<file path="config.mk">
export PLATFORM = sky130hd
export DESIGN_NAME = jpeg_bit_unstuffer
export DESIGN_NICKNAME = d
export VERILOG_FILES = /design/src/rtl/jpeg_pkg.sv /design/src/rtl/jpeg_bitbuf.sv /design/src/rtl/jpeg_bit_unstuffer.sv
export SDC_FILE = /design/constraint.sdc
export NUM_CORES = 1
export LEC_CHECK = 0
export BUFFER_PORTS_ARGS = -buffer_cell sky130_fd_sc_hd__buf_2
export CELL_PAD_IN_SITES_DETAIL_PLACEMENT = 0
export CELL_PAD_IN_SITES_GLOBAL_PLACEMENT = 2
export CORE_ASPECT_RATIO = 0.9
export CORE_MARGIN = 5
export CORE_UTILIZATION = 36
export CTS_CLUSTER_DIAMETER = 120
export DETAILED_ROUTE_END_ITERATION = 12
export HOLD_SLACK_MARGIN = 0.12
export PLACE_DENSITY = 0.81
export SLEW_MARGIN = 20
export SYNTH_ARGS = -nofsm -noshare
export SYNTH_HDL_FRONTEND = slang
export SYNTH_SLANG_ARGS = --single-unit
</file>
<file path="constraint.sdc">
create_clock -name clk_i -period 4.75 [get_ports clk_i]
set_input_delay 0.95 -clock clk_i [delete_from_list [all_inputs] [get_ports clk_i]]
set_output_delay 0.95 -clock clk_i [all_outputs]
set_load 0.02 [all_outputs]
</file>
<file path="src/rtl/jpeg_pkg.sv">
// Shared JPEG datapath definitions: unstuffer FSM states, stream byte constants and widths.
package jpeg_pkg;

    localparam int unsigned BYTE_W = 8;
    localparam int unsigned WIN_W  = 16;
    localparam int unsigned LEN_W  = 5;

    localparam logic [BYTE_W-1:0] JPEG_FF    = 8'hFF;
    localparam logic [BYTE_W-1:0] JPEG_STUFF = 8'h00;
    localparam logic [BYTE_W-1:0] RST0       = 8'hD0;
    localparam logic [BYTE_W-1:0] RST1       = 8'hD1;
    localparam logic [BYTE_W-1:0] RST2       = 8'hD2;
    localparam logic [BYTE_W-1:0] RST3       = 8'hD3;
    localparam logic [BYTE_W-1:0] RST4       = 8'hD4;
    localparam logic [BYTE_W-1:0] RST5       = 8'hD5;
    localparam logic [BYTE_W-1:0] RST6       = 8'hD6;
    localparam logic [BYTE_W-1:0] RST7       = 8'hD7;
    localparam logic [BYTE_W-1:0] EOI        = 8'hD9;

    typedef enum logic [1:0] {
        ST_NORMAL = 2'd0,
        ST_SAW_FF = 2'd1,
        ST_MARKER = 2'd2
    } unstuff_state_t;

    // True for restart-interval markers RST0..RST7.
    function automatic logic is_rst_marker(input logic [BYTE_W-1:0] code);
        return (code >= RST0) && (code <= RST7);
    endfunction

endpackage

</file>
<file path="src/rtl/jpeg_bitbuf.sv">
// Left-aligned shift/append bit buffer: consume from the top, append bytes at the fill count.
module jpeg_bitbuf
    import jpeg_pkg::*;
#(
    parameter int unsigned BUF_W = 32
) (
    input  logic                   clk_i,
    input  logic                   clear_i,
    input  logic                   append_i,
    input  logic [BYTE_W-1:0]      append_byte_i,
    input  logic                   shift_i,
    input  logic [LEN_W-1:0]       shift_len_i,
    output logic [WIN_W-1:0]       data_o,
    output logic [$clog2(BUF_W):0] cnt_o
);

    localparam int unsigned CNT_W = $clog2(BUF_W) + 1;

    logic [BUF_W-1:0] data_q, data_d, data_shift;
    logic [CNT_W-1:0] cnt_q, cnt_d, cnt_shift;

    // Shift first, then append the new byte just below the surviving bits.
    always_comb begin
        data_shift = data_q;
        cnt_shift  = cnt_q;
        if (shift_i) begin
            data_shift = data_q << shift_len_i;
            cnt_shift  = cnt_q - CNT_W'(shift_len_i);
        end
        data_d = data_shift;
        cnt_d  = cnt_shift;
        if (append_i) begin
            data_d = data_shift | ({append_byte_i, {(BUF_W-BYTE_W){1'b0}}} >> cnt_shift);
            cnt_d  = cnt_shift + CNT_W'(BYTE_W);
        end
        if (clear_i) begin
            data_d = '0;
            cnt_d  = '0;
        end
    end

    always_ff @(posedge clk_i) begin
        data_q <= data_d;
        cnt_q  <= cnt_d;
    end

    assign data_o = data_q[BUF_W-1 -: WIN_W];
    assign cnt_o  = cnt_q;

endmodule

</file>
<file path="src/rtl/jpeg_bit_unstuffer.sv">
// JPEG entropy-segment reader: strips FF00 stuffing and FF fill, flags markers, serves a 16-bit window.
module jpeg_bit_unstuffer
    import jpeg_pkg::*;
#(
    parameter int unsigned BUF_W       = 32,
    parameter int unsigned MAX_CONSUME = 16
) (
    input  logic                   clk_i,
    input  logic                   rst_i,
    input  logic                   in_valid_i,
    output logic                   in_ready_o,
    input  logic [BYTE_W-1:0]      in_byte_i,
    output logic [WIN_W-1:0]       bits_data_o,
    output logic [$clog2(BUF_W):0] bits_avail_o,
    input  logic                   consume_valid_i,
    input  logic [LEN_W-1:0]       consume_len_i,
    output logic                   marker_valid_o,
    output logic [BYTE_W-1:0]      marker_code_o,
    input  logic                   marker_ack_i,
    output logic                   err_o
);

    localparam int unsigned CNT_W = $clog2(BUF_W) + 1;

    unstuff_state_t    state_q;
    logic              marker_valid_q;
    logic [BYTE_W-1:0] marker_code_q;
    logic              err_q;

    logic [CNT_W-1:0]  cnt;
    logic              accept;
    logic              consume_ok;
    logic              append;
    logic [BYTE_W-1:0] append_byte;
    logic              clear;

    // in_ready depends only on registered state, never on the consume request.
    assign in_ready_o = (state_q != ST_MARKER) && (cnt <= CNT_W'(BUF_W - BYTE_W));
    assign accept     = in_valid_i && in_ready_o;
    assign consume_ok = (consume_len_i != '0)
                     && (consume_len_i <= LEN_W'(MAX_CONSUME))
                     && (CNT_W'(consume_len_i) <= cnt);

    // Buffer control: a stuffed pair contributes a literal FF data byte.
    always_comb begin
        append      = 1'b0;
        append_byte = in_byte_i;
        if (accept) begin
            if (state_q == ST_NORMAL && in_byte_i != JPEG_FF) begin
                append = 1'b1;
            end else if (state_q == ST_SAW_FF && in_byte_i == JPEG_STUFF) begin
                append      = 1'b1;
                append_byte = JPEG_FF;
            end
        end
        clear = rst_i || (state_q == ST_MARKER && marker_ack_i);
    end

    always_ff @(posedge clk_i) begin
        if (rst_i) begin
            state_q        <= ST_NORMAL;
            marker_valid_q <= 1'b0;
            marker_code_q  <= '0;
            err_q          <= 1'b0;
        end else begin
            if (consume_valid_i && !consume_ok) begin
                err_q <= 1'b1;
            end
            unique case (state_q)
                ST_NORMAL: begin
                    if (accept && in_byte_i == JPEG_FF) begin
                        state_q <= ST_SAW_FF;
                    end
                end
                ST_SAW_FF: begin
                    if (accept) begin
                        if (in_byte_i == JPEG_STUFF) begin
                            state_q <= ST_NORMAL;
                        end else if (in_byte_i != JPEG_FF) begin
                            marker_code_q  <= in_byte_i;
                            marker_valid_q <= 1'b1;
                            state_q        <= ST_MARKER;
                        end
                    end
                end
                ST_MARKER: begin
                    if (marker_ack_i) begin
                        marker_valid_q <= 1'b0;
                        state_q        <= ST_NORMAL;
                    end
                end
                default: state_q <= ST_NORMAL;
            endcase
        end
    end

    jpeg_bitbuf #(
        .BUF_W (BUF_W)
    ) u_bitbuf (
        .clk_i         (clk_i),
        .clear_i       (clear),
        .append_i      (append),
        .append_byte_i (append_byte),
        .shift_i       (consume_valid_i && consume_ok),
        .shift_len_i   (consume_len_i),
        .data_o        (bits_data_o),
        .cnt_o         (cnt)
    );

    assign bits_avail_o   = cnt;
    assign marker_valid_o = marker_valid_q;
    assign marker_code_o  = marker_code_q;
    assign err_o          = err_q;

endmodule

</file>
**Word level (Yosys, flattened, before mapping)**

Index checks and enable logic that the tools add are counted.

- Bits in registers: 50
- Word-level logic and storage cells: 66

- Add/sub/neg operators: 2
- $lt $le $gt $ge: 3
- Eq/ne operators: 11
- Shifts and indexed selects: 2
- Mux-type cells: 21
- Bitwise logic cells: 2
- Reductions and logical operators: 19

Operators with widths:

| kind | count |
|---|---|
| 32-bit two-way mux | 2 |
| 32-bit OR | 1 |
| 32-bit by 5-bit << shifter with 32-bit output | 1 |
| 32-bit by 6-bit >> shifter with 32-bit output | 1 |
| 8-bit two-way mux | 3 |
| 6-bit two-way mux | 2 |
| 1-bit logical AND | 10 |
| 2-bit two-way mux | 5 |
| 2-bit != test (second input constant) | 5 |
| 8-bit equality test (second input constant) | 1 |
| 8-bit zero test | 1 |
| 8-bit != test (second input constant) | 1 |
| 4-bit AND reduction | 2 |
| 1-bit two-way mux | 7 |
| 6-bit by 4-bit adder with 6-bit output (second input constant) | 1 |
| 5-bit by 6-bit less-or-equal comparator with 1-bit output | 1 |
| 6-bit by 5-bit less-or-equal comparator with 1-bit output (second input constant) | 1 |
| 2-bit one-hot mux with 3 select lines | 1 |
| 6-bit by 5-bit subtractor with 6-bit output | 1 |
| 5-bit less-or-equal comparator (second input constant) | 1 |
| 5-bit AND reduction | 1 |
| 5-bit nonzero test | 1 |
| 3-bit by 2-bit != test with 1-bit output (second input constant) | 1 |
| 2-bit by 1-bit equality test with 1-bit output (second input constant) | 1 |
| 8 further kinds | 8 |

**Logic depth before layout (Yosys ltp)**

Gate-level depths: netlist of the first run.

- Word-level depth: 8
- Gate-level depth with buffers: 14
- Gate-level depth less buffers: 12

**Cells and area by module**

A second synthesis of the first run with hierarchy kept.

- Cell total of the unflattened synthesis: 636
- Area total of the unflattened synthesis: 5258.8 µm²

By module, submodules not included:

| module | instances | cells an instance | area an instance (µm²) |
|---|---|---|---|
| jpeg_bitbuf | 1 | 535 | 4398.0 |
| jpeg_bit_unstuffer | 1 | 101 | 860.8 |

**Least setup slack after synthesis of the first run**

Ideal clock, no wire load.

- Path kind: input port to flip-flop
- Start point: in consume_len_i[1]
- End point: reg u_bitbuf.data_q[10]
- Setup time: 91 ps
- Arrival time: 4245 ps
- Required time: 4659 ps
- Setup slack: 414 ps
- Stages on the path: 13
- Buffers on the path: 3
- Path through: buf_4 buf_1 clkinv_1 fa_1 a21oi_1 o21bai_1 o21ai_2 mux2i_1 buf_2 a31oi_1 a221o_1 o211a_1 a311oi_1

- Cells in the longest elaborated chain, start to end: 8
- Elaborated cells between the ends (all ways): 13

Ends and longest elaborated chain:

| item | RTL line | source |
|---|---|---|
| start, declared | jpeg_bit_unstuffer.sv:16 | `input logic [LEN_W-1:0] consume_len_i,` |
| 5-bit less-or-equal comparator / 5-bit nonzero test (equally long branches) | jpeg_bit_unstuffer.sv:41, jpeg_bit_unstuffer.sv:40 |  |
| 1-bit logical AND | jpeg_bit_unstuffer.sv:41 | `&& (consume_len_i <= LEN_W'(MAX_CONSUME))` |
| 1-bit logical AND | jpeg_bit_unstuffer.sv:42 | `&& (CNT_W'(consume_len_i) <= cnt);` |
| 1-bit logical AND | jpeg_bit_unstuffer.sv:104 | `.shift_i (consume_valid_i && consume_ok),` |
| 6-bit two-way mux | jpeg_bitbuf.sv:26 | `if (shift_i) begin` |
| 32-bit by 6-bit >> shifter with 32-bit output | jpeg_bitbuf.sv:33 | `data_d = data_shift \| ({append_byte_i, {(BUF_W-BYTE_W){1'b0}}} >> cnt_shift);` |
| 32-bit OR | jpeg_bitbuf.sv:33 |  |
| 32-bit two-way mux * | jpeg_bitbuf.sv:32 | `if (append_i) begin` |
| end signal, assigned | jpeg_bitbuf.sv:43 | `data_q <= data_d;` |
| end, declared | jpeg_bitbuf.sv:19 | `logic [BUF_W-1:0] data_q, data_d, data_shift;` |

Mark *: on every way between the ends. The rest lies on a longest branch, timed or not.
A chain may end at the register's enable or synchronous reset.

**Worst setup path after layout of the first run**

- Start point: in consume_len_i[2]
- End point: reg u_bitbuf.data_q[21]

Same word-level chain as after synthesis.

==> out/metrics.json, run 1 <==
{
  "detailed_routing": {
    "wl_um": 17300,
    "detail-route-antenna-nets": 0,
    "via_per_inst": 6.40,
    "routed-via-count": 4944,
    "drt_iter0_drc": 517,
    "firstDrtPassIters": 5,
    "detail_route.drc_violations": 0,
    "drt-wirelength-per-cell_um": 22.4
  },
  "die": {
    "die_w_um": 131,
    "die-height_um": 119,
    "design.die.area_um2": 15600,
    "design.core.area_um2": 12800,
    "initial_core_utilization": 0.371,
    "pin_count": 51,
    "rows": 39
  },
  "cts": {
    "cts.root.buffer_cell": "sky130_fd_sc_hd__clkbuf_16",
    "clockBufferDepth": 2,
    "cts.hold.buffers_added": 0,
    "cts.sinks": 50,
    "cts_buffers": 5,
    "cts_tree": "done",
    "clock_latency_ps": 300,
    "ctsHtreeMaxLevel": 2,
    "post-cts-setup-buffers": 0,
    "post_cts_resized": 0,
    "cts.clk_slew.worst_paths_ps": 70
  },
  "global_routing": {
    "first_global_vias": 4624,
    "grt_first_pass_wirelength_um": 27100,
    "global_route.usage.total": 0.216,
    "gr-total-overflow": 0,
    "maximum_number_of_pins_on_one_net_before_global_route_repair": 36,
    "number_of_antenna_violations_at_the_first_check_in_global_routing": 0
  },
  "critical_path": {
    "cp_top_family": "simple AND/OR/NAND/NOR gates",
    "start_kind": "input port",
    "critical_path_required_ps": 4960,
    "max_stage_delay_ps": 650,
    "timing.critical_path.slowest_stage_cell": "sky130_fd_sc_hd__nor4_2",
    "crit_path_max_fanout": 12,
    "arrival_ps": 4280,
    "worst-setup-path-type": "in -> reg",
    "critical_path_cell_sequence": "buf_2, nor4_4, mux2i_1, a21boi_4, mux2_4, nor4_2, nand2_1, o32a_1, o31ai_1",
    "timing.critical_path.buf_inv": 1,
    "endpoint_kind": "flop"
  },
  "place": {
    "dpl_worst_slack_ps": 429,
    "place_inst": 764,
    "gp_congestion": 0.952,
    "hpwlAfterDp_um": 13200,
    "placement.io_buffers": 50
  },
  "synthesis": {
    "syn_area_per_cell_um2": 8.03,
    "post_synth_edffs": 0,
    "synth_seq_area_share": 0.210,
    "mappedNetlistArea_um2": 4760,
    "ys_dominant_reg_cell": "sky130_fd_sc_hd__dfxtp_1",
    "syn-instance-count": 593,
    "mappedNetlistNets": 618,
    "synthesis.yosys.warnings": 0,
    "ys_async_sr_fraction": 0,
    "synth.distinct_cells": 75,
    "postSynthRegisterBits": 50
  },
  "sta": {
    "finalHoldViolCount": 0,
    "period_needed_ps": 4070,
    "maxClockFrequency_mhz": 245,
    "worst_pin_slew_ps": 734,
    "grt_setup_unrepaired": "no",
    "final.setup.worst_slack_ps": 675,
    "slew_headroom": 0.508,
    "finalSetupViolCount": 0,
    "clock_skew_ps": 5.10,
    "fin_setup_tns_ps": 0,
    "slew_viol_final": 0,
    "layout_worst_path_cycle_share": 0.858
  },
  "cells_and_area": {
    "antenna_cells_inserted": 0,
    "layoutNonFillerInstCount": 772,
    "regArea_um2": 1000,
    "post_route_cells_drive_above_1_share": 0.199,
    "finalNetCount": 632,
    "layout.filler_cells": 1311,
    "multi_input_comb_area_um2": 3420,
    "areaGrowthSynthToFinish_pct": 9.10
  },
  "pwr": {
    "power.density_nw_per_um2": 290,
    "vdd.ir_drop.worst_mv": 0.151,
    "power.leakage_nw": 1.97
  },
  "outcome": {
    "result_of_the_run": "finished clean"
  },
  "min_path": {
    "timing.hold.worst.class": "reg -> reg"
  },
  "flow_run": {
    "max-cap-violations": 0
  }
}
state kept, by name, indices dropped and copies added (netlist names):
| register | cells |
|---|---|
| state_q | 2 |
| err_o | 1 |
| marker_valid_o | 1 |
| u_bitbuf.data_q | 32 |
| u_bitbuf.cnt_o | 6 |
| marker_code_o | 8 |
worst register-to-register path, delay by kind of cell, from the launching register on:
| kind | cells | cell delay (ps) |
|---|---|---|
| flops | 1 | 380 |
| mux | 1 | 390 |
| simple gates | 2 | 1030 |
| compound gates | 5 | 870 |
| buf+inv | 2 | 150 |
| fa+ha+maj | 2 | 580 |
final cells by class:
cell class,count,share of cell area
Clock buffer,5,0.0241
Multi-Input combinational cell,474,0.659
Sequential cell,50,0.193
Clock inverter,3,0.00554
Tap cell,164,0.0395
Inverter,9,0.00651
Timing Repair Buffer,67,0.0728
report_power, final:
group | internal (mW) | switching (mW)
combinational | 0.231 | 0.367
clock | 0.202 | 0.179
sequential | 0.458 | 0.0681
total | 0.891 | 0.614
cell families after synthesis:
logic type	after synthesis	synth area share
AOI/OAI and AO/OA	173	0.253
xor gates and xnor gates	4	0.00736
adders and majority gates	7	0.0200
buffers and inverters	69	0.0741
DFF	50	0.210
muxes	74	0.217
and+or+nand+nor	216	0.218
Yosys cell counts, types with 5 or more instances:
library cell | count | area share
sky130_fd_sc_hd__o21ai_0 | 35 | 0.037
sky130_fd_sc_hd__nor2_1 | 56 | 0.044
sky130_fd_sc_hd__inv_1 | 7 | 0.0055
sky130_fd_sc_hd__nor3_1 | 17 | 0.018
sky130_fd_sc_hd__nand3_1 | 12 | 0.013
sky130_fd_sc_hd__mux2_2 | 7 | 0.017
sky130_fd_sc_hd__o22ai_1 | 9 | 0.012
sky130_fd_sc_hd__ha_1 | 6 | 0.016
sky130_fd_sc_hd__a21oi_1 | 30 | 0.032
sky130_fd_sc_hd__a31oi_1 | 6 | 0.0079
sky130_fd_sc_hd__mux2i_1 | 43 | 0.090
sky130_fd_sc_hd__nand2b_1 | 6 | 0.0079
sky130_fd_sc_hd__o221ai_1 | 6 | 0.011
sky130_fd_sc_hd__buf_1 | 6 | 0.0047
sky130_fd_sc_hd__or3_1 | 5 | 0.0066
sky130_fd_sc_hd__mux4_2 | 22 | 0.10
sky130_fd_sc_hd__a211oi_1 | 8 | 0.013
sky130_fd_sc_hd__buf_4 | 19 | 0.030
sky130_fd_sc_hd__a22oi_1 | 7 | 0.011
sky130_fd_sc_hd__o211ai_1 | 13 | 0.021
sky130_fd_sc_hd__or4_1 | 6 | 0.0095
sky130_fd_sc_hd__and3_1 | 8 | 0.011
sky130_fd_sc_hd__buf_2 | 6 | 0.0063
sky130_fd_sc_hd__nand2_1 | 81 | 0.064
sky130_fd_sc_hd__dfxtp_1 | 50 | 0.21
sky130_fd_sc_hd__nor2b_1 | 5 | 0.0066
sky130_fd_sc_hd__clkbuf_1 | 27 | 0.021
layout by cell type, fill, tap and decap left out, drive strengths merged, types with 6 or more instances in the layout:
master and n:
a21oi 30, o22ai 9, a22oi 7, a31oi 6
nand3 12, o211ai 13, and3 8, o221ai 6
mux2 8, mux2i 44, ha 6, nand2b 6
nor2 57, nand2 81, mux4 22, buf 67
nor3 18, inv 9, or4 6, a211oi 8
o21ai 38, dfxtp 50
routing by layer:
layer,track usage,share of wire,vias to the layer above
li1,-,-,2259
met1,0.322,0.45,2382
met2,0.297,0.42,287
met3,0.0721,0.12,16
met4,0.0532,0.012,0
met5,0,0,-
per-stage QoR:
| step | hold slack, ps | util | area (µm²) | total power [mW] |
|---|---|---|---|---|
| 2_1_floorplan | 451 | - | 4760 | 0.955 |
| 3_3_place_gp | 434 | 0.392 | 5030 | 1.12 |
| 3_5_place_dp | 437 | 0.393 | 5040 | 1.12 |
| 4_1_cts | 455 | 0.405 | 5190 | 1.50 |
| 5_1_grt | 474 | 0.405 | 5190 | 1.58 |
| 6_report | 449 | 0.405 | 5190 | 1.51 |
path summary, 6_finish.rpt:
check	from	endpoint	slack, ps	cells past startpoint
setup / recovery	consume_len_i[2]	u_bitbuf.data_q[21]	680	9
setup reg to reg	u_bitbuf.cnt_o[0]	u_bitbuf.data_q[21]	1260	12
hold / removal	marker_valid_o	marker_valid_o	450	2
hold reg to reg	marker_valid_o	marker_valid_o	450	2
(Power assumes the default switching activity.)
==> run 2: changes to the inputs <==
CORE_UTILIZATION = 37   (was 36)
SYNTH_HIERARCHICAL = 1   (was unset)
==> out/metrics.json, run 2 <==
{
  "outcome": {
    "result_of_the_run": {"value": "finished clean", "change": "unchanged"}
  },
  "sta": {
    "layout_worst_path_cycle_share": {"value": 0.887, "change": "was 0.858"},
    "worst_pin_slew": {"value": 962, "unit": "ps", "change": "was 734 ps"},
    "maxClockFrequency": {"value": 237, "unit": "MHz", "change": "was 245 MHz"},
    "slew_headroom": {"value": 0.358, "change": "was 0.508"},
    "clock_skew": {"value": 13.9, "unit": "ps", "change": "was 5.10 ps"},
    "period_needed": {"value": 4210, "unit": "ps", "change": "was 4070 ps"},
    "final.setup.worst_slack": {"value": 538, "unit": "ps", "change": "was 675 ps"},
    "finalSetupViolCount": {"value": 0, "change": "unchanged"},
    "slew_viol_final": {"value": 0, "change": "unchanged"},
    "finalHoldViolCount": {"value": 0, "change": "unchanged"},
    "grt_setup_unrepaired": {"value": "no", "change": "unchanged"},
    "fin_setup_tns": {"value": 0, "unit": "ps", "change": "unchanged"}
  },
  "min_path": {
    "timing.hold.worst_path_depth": {"value": 1, "change": "was 2"},
    "holdPathEnd": {"value": "state_q[0]", "change": "was marker_valid_o"},
    "hold_path_startpoint": {"value": "state_q[1]", "change": "was marker_valid_o"},
    "timing.hold.worst.class": {"value": "reg -> reg", "change": "unchanged"}
  },
  "cells_and_area": {
    "largest_register_ff_count": {"value": 32, "change": "unchanged"},
    "layout.cell_area.non_filler": {"value": 5720, "unit": "µm²", "change": "was 5190 µm²"},
    "layout.cells.most_common": {"value": "sky130_fd_sc_hd__mux2i_1", "change": "was sky130_fd_sc_hd__nand2_1"},
    "antenna_cells_inserted": {"value": 0, "change": "unchanged"},
    "post_route_cells_drive_above_1_share": {"value": 0.218, "change": "was 0.199"},
    "areaGrowthSynthToFinish": {"value": 8.73, "unit": "%", "change": "was 9.10%"},
    "largest-register": {"value": "u_bitbuf/data_q", "change": "was u_bitbuf.data_q"},
    "layout.cells.most_common_list": {"value": "sky130_fd_sc_hd__mux2i_1 (61), sky130_fd_sc_hd__nand2_1 (51), sky130_fd_sc_hd__dfxtp_1 (50), sky130_fd_sc_hd__buf_2 (50), sky130_fd_sc_hd__nor2_1 (48)", "change": "was sky130_fd_sc_hd__nand2_1 (81), sky130_fd_sc_hd__nor2_1 (56), sky130_fd_sc_hd__dfxtp_1 (50), sky130_fd_sc_hd__buf_2 (50), sky130_fd_sc_hd__mux2i_1 (43)"},
    "finalNetCount": {"value": 679, "change": "was 632"},
    "layoutNonFillerInstCount": {"value": 844, "change": "was 772"}
  },
  "synthesis": {
    "mappedNetlistArea": {"value": 5260, "unit": "µm²", "change": "was 4760 µm²"},
    "ys_dominant_reg_cell": {"value": "sky130_fd_sc_hd__dfxtp_1", "change": "unchanged"},
    "post-synth-top-area-cell": {"value": "sky130_fd_sc_hd__dfxtp_1", "change": "unchanged"},
    "yosys.area.top_type_share": {"value": 0.190, "change": "was 0.210"},
    "yosysMostFrequentCell": {"value": "sky130_fd_sc_hd__mux2i_1", "change": "was sky130_fd_sc_hd__nand2_1"},
    "synth.top_cells.by_count": {"value": "sky130_fd_sc_hd__mux2i_1 (61), sky130_fd_sc_hd__nand2_1 (51), sky130_fd_sc_hd__dfxtp_1 (50)", "change": "was sky130_fd_sc_hd__nand2_1 (81), sky130_fd_sc_hd__nor2_1 (56), sky130_fd_sc_hd__dfxtp_1 (50)"},
    "synth_seq_area_share": {"value": 0.190, "change": "was 0.210"},
    "postSynthRegisterBits": {"value": 50, "change": "unchanged"},
    "syn-instance-count": {"value": 636, "change": "was 593"},
    "post_synth_main_area_contributors": {"value": "sky130_fd_sc_hd__dfxtp_1 (19%), sky130_fd_sc_hd__mux2i_1 (12%), sky130_fd_sc_hd__mux4_2 (8.1%), sky130_fd_sc_hd__mux2_2 (4.9%), sky130_fd_sc_hd__nand2b_1 (3.8%)", "change": "was sky130_fd_sc_hd__dfxtp_1 (21%), sky130_fd_sc_hd__mux4_2 (10%), sky130_fd_sc_hd__mux2i_1 (9.0%), sky130_fd_sc_hd__nand2_1 (6.4%), sky130_fd_sc_hd__nor2_1 (4.4%)"},
    "synthesis.yosys.warnings": {"value": 6, "change": "was 0"},
    "post_synth_edffs": {"value": 0, "change": "unchanged"},
    "mappedNetlistNets": {"value": 665, "change": "was 618"},
    "ys_async_sr_fraction": {"value": 0, "change": "unchanged"},
    "syn_area_per_cell": {"value": 8.27, "unit": "µm²", "change": "was 8.03 µm²"},
    "synth.distinct_cells": {"value": 75, "change": "unchanged"}
  },
  "pwr": {
    "vdd.ir_drop.worst": {"value": 0.199, "unit": "mV", "change": "was 0.151 mV"},
    "power.density": {"value": 451, "unit": "nW/µm²", "change": "was 290 nW/µm²"},
    "power.leakage": {"value": 2.23, "unit": "nW", "change": "was 1.97 nW"}
  },
  "critical_path": {
    "critical_path.reg2reg.endpoint": {"value": "u_bitbuf/data_q[11]", "change": "was u_bitbuf.data_q[21]"},
    "critical_path.reg2reg.startpoint": {"value": "u_bitbuf/cnt_o[1]", "change": "was u_bitbuf.cnt_o[0]"},
    "r2r_setup_slack": {"value": 710, "unit": "ps", "change": "was 1260 ps"},
    "critical_path_cell_sequence": {"value": "buf_2, ha_1, o2111a_1, o311ai_1, and3_1, and2b_2, o211ai_1, a311oi_2, nand4_1, or3b_1, o211ai_1", "change": "was buf_2, nor4_4, mux2i_1, a21boi_4, mux2_4, nor4_2, nand2_1, o32a_1, o31ai_1"},
    "timing.critical_path.slowest_stage_cell": {"value": "sky130_fd_sc_hd__and3_1", "change": "was sky130_fd_sc_hd__nor4_2"},
    "critical_path.most_common_cell": "sky130_fd_sc_hd__o211ai_1",
    "max_stage_delay": {"value": 540, "unit": "ps", "change": "was 650 ps"},
    "start_kind": {"value": "input port", "change": "unchanged"},
    "critical_path_required": {"value": 4970, "unit": "ps", "change": "was 4960 ps"},
    "crit_path_max_fanout": {"value": 14, "change": "was 12"},
    "arrival": {"value": 4430, "unit": "ps", "change": "was 4280 ps"},
    "endpoint_kind": {"value": "flop", "change": "unchanged"},
    "worst-setup-path-type": {"value": "in -> reg", "change": "unchanged"},
    "timing.reg2reg.worst_path_depth": {"value": 12, "change": "unchanged"}
  },
  "detailed_routing": {
    "drt-wirelength-per-cell": {"value": 21.6, "unit": "µm", "change": "was 22.4 µm"},
    "drt_iter0_drc": {"value": 573, "change": "was 517"},
    "via_per_inst": {"value": 6.04, "change": "was 6.40"},
    "wl_met1": {"value": 8340, "unit": "µm", "change": "was 7710 µm"},
    "detailroute.wirelength.met3": {"value": 1720, "unit": "µm", "change": "was 2130 µm"},
    "met2RoutedLength": {"value": 8030, "unit": "µm", "change": "was 7260 µm"},
    "detail-route-antenna-nets": {"value": 0, "change": "unchanged"},
    "routed-via-count": {"value": 5099, "change": "was 4,944"},
    "detail_route.drc_violations": {"value": 0, "change": "unchanged"},
    "wl": {"value": 18300, "unit": "µm", "change": "was 17,300 µm"},
    "firstDrtPassIters": {"value": 9, "change": "was 5"},
    "highest_layer": {"value": "met4", "change": "unchanged"}
  },
  "cts": {
    "cts.clk_slew.worst_paths": {"value": 70, "unit": "ps", "change": "about the same"},
    "ctsHtreeMaxLevel": {"value": 2, "change": "unchanged"},
    "cts_buffers": {"value": 5, "change": "unchanged"},
    "post_cts_resized": {"value": 0, "change": "unchanged"},
    "cts.hold.buffers_added": {"value": 0, "change": "unchanged"},
    "clock_latency": {"value": 300, "unit": "ps", "change": "about the same"},
    "cts_tree": {"value": "done", "change": "unchanged"},
    "clockBufferDepth": {"value": 2, "change": "unchanged"},
    "cts.root.buffer_cell": {"value": "sky130_fd_sc_hd__clkbuf_16", "change": "unchanged"},
    "post-cts-setup-buffers": {"value": 0, "change": "unchanged"},
    "cts.sinks": {"value": 50, "change": "unchanged"}
  },
  "place": {
    "placed_area": {"value": 5520, "unit": "µm²", "change": "was 5040 µm²"},
    "hpwlAfterDp": {"value": 13600, "unit": "µm", "change": "was 13,200 µm"},
    "place_inst": {"value": 836, "change": "was 764"},
    "dpl_worst_slack": {"value": 284, "unit": "ps", "change": "was 429 ps"},
    "placement.io_buffers": {"value": 50, "change": "unchanged"},
    "gp_congestion": {"value": 0.914, "change": "was 0.952"}
  },
  "die": {
    "rows": {"value": 41, "change": "was 39"},
    "die_w": {"value": 136, "unit": "µm", "change": "was 131 µm"},
    "initial_core_utilization": {"value": 0.376, "change": "was 0.371"},
    "design.die.area": {"value": 16700, "unit": "µm²", "change": "was 15,600 µm²"},
    "pin_count": {"value": 51, "change": "unchanged"},
    "design.core.area": {"value": 14000, "unit": "µm²", "change": "was 12,800 µm²"},
    "die-height": {"value": 123, "unit": "µm", "change": "was 119 µm"}
  },
  "global_routing": {
    "grt_first_pass_wirelength": {"value": 28600, "unit": "µm", "change": "was 27,100 µm"},
    "global_route.usage.total": {"value": 0.218, "change": "was 0.216"},
    "number_of_antenna_violations_at_the_first_check_in_global_routing": {"value": 0, "change": "unchanged"},
    "maximum_number_of_pins_on_one_net_before_global_route_repair": {"value": 53, "change": "was 36"},
    "gr-total-overflow": {"value": 0, "change": "unchanged"},
    "first_global_vias": {"value": 4917, "change": "was 4,624"}
  },
  "flow_run": {
    "max-cap-violations": {"value": 0, "change": "unchanged"}
  }
}
[run 2: cell types whose count changed after synthesis, sizes merged, moves of 9 or more]
cell,previous run,this run
nand3,12,24
buf,33,42
nand2,81,52
a31oi,6,15
mux2,8,24
mux2i,44,61
nand2b,6,32
inv,7,22
o21ai,38,29
[run 2: metal layers]
metal | track usage | vias to the layer above
met1 | 0.324 | 2457
met5 | 0 | -
met4 | 0.0441 | 0
met3 | 0.0342 | 17
li1 | - | 2391
met2 | 0.336 | 234
[run 2: worst max-delay path, delay by kind of cell]
family	cells	cell delay (ps)
AND/OR/NAND/NOR	4	1810
buffers and inverters	1	300
AO/OA/AOI/OAI	5	1020
adder cells (fa/ha/maj)	1	340
[run 2: worst max-delay path by stage]
stage | startpoint | depth (start not counted) | endpoint | slack [ps]
final | consume_len_i[4] | 11 | u_bitbuf/data_q[11] | 540
after detailed placement | consume_len_i[4] | 11 | u_bitbuf/data_q[11] | 280
after global placement | consume_len_i[4] | 11 | u_bitbuf/data_q[12] | 280
after CTS | consume_len_i[4] | 11 | u_bitbuf/data_q[11] | 560
after global routing | consume_len_i[4] | 11 | u_bitbuf/data_q[10] | 320
after floorplan | consume_len_i[1] | 13 | u_bitbuf/data_q[11] | 1130
[run 2: final cells by class]
type,instances,area [µm²]
Timing Repair Buffer,68,385
Fill cell,1451,8290
Sequential cell,50,1000
Multi-Input combinational cell,503,3810
Clock inverter,2,60.1
Inverter,22,82.6
Tap cell,193,241
Clock buffer,6,139
[run 2: power breakdown]
| group | switching, mW | internal (mW) |
|---|---|---|
| logic | 0.864 | 0.551 |
| clock network | 0.167 | 0.317 |
| registers | 0.175 | 0.506 |
[run 2: stage by stage]
stage / hold slack, ps / util / power (mW)
2_1_floorplan: 416 / - / 1.69
3_3_place_gp: 447 / 0.394 / 2.07
3_5_place_dp: 444 / 0.394 / 2.07
4_1_cts: 453 / 0.408 / 2.57
5_1_grt: 491 / 0.408 / 2.73
6_report: 457 / 0.408 / 2.58
[run 2: cells by family after synthesis]
group	Yosys count	synth area share
flops	50	0.190
mux	104	0.250
simple gates	221	0.218
compound gates	162	0.221
xor+xnor	5	0.00833
fa+ha+maj	11	0.0276
buf+inv	83	0.0854
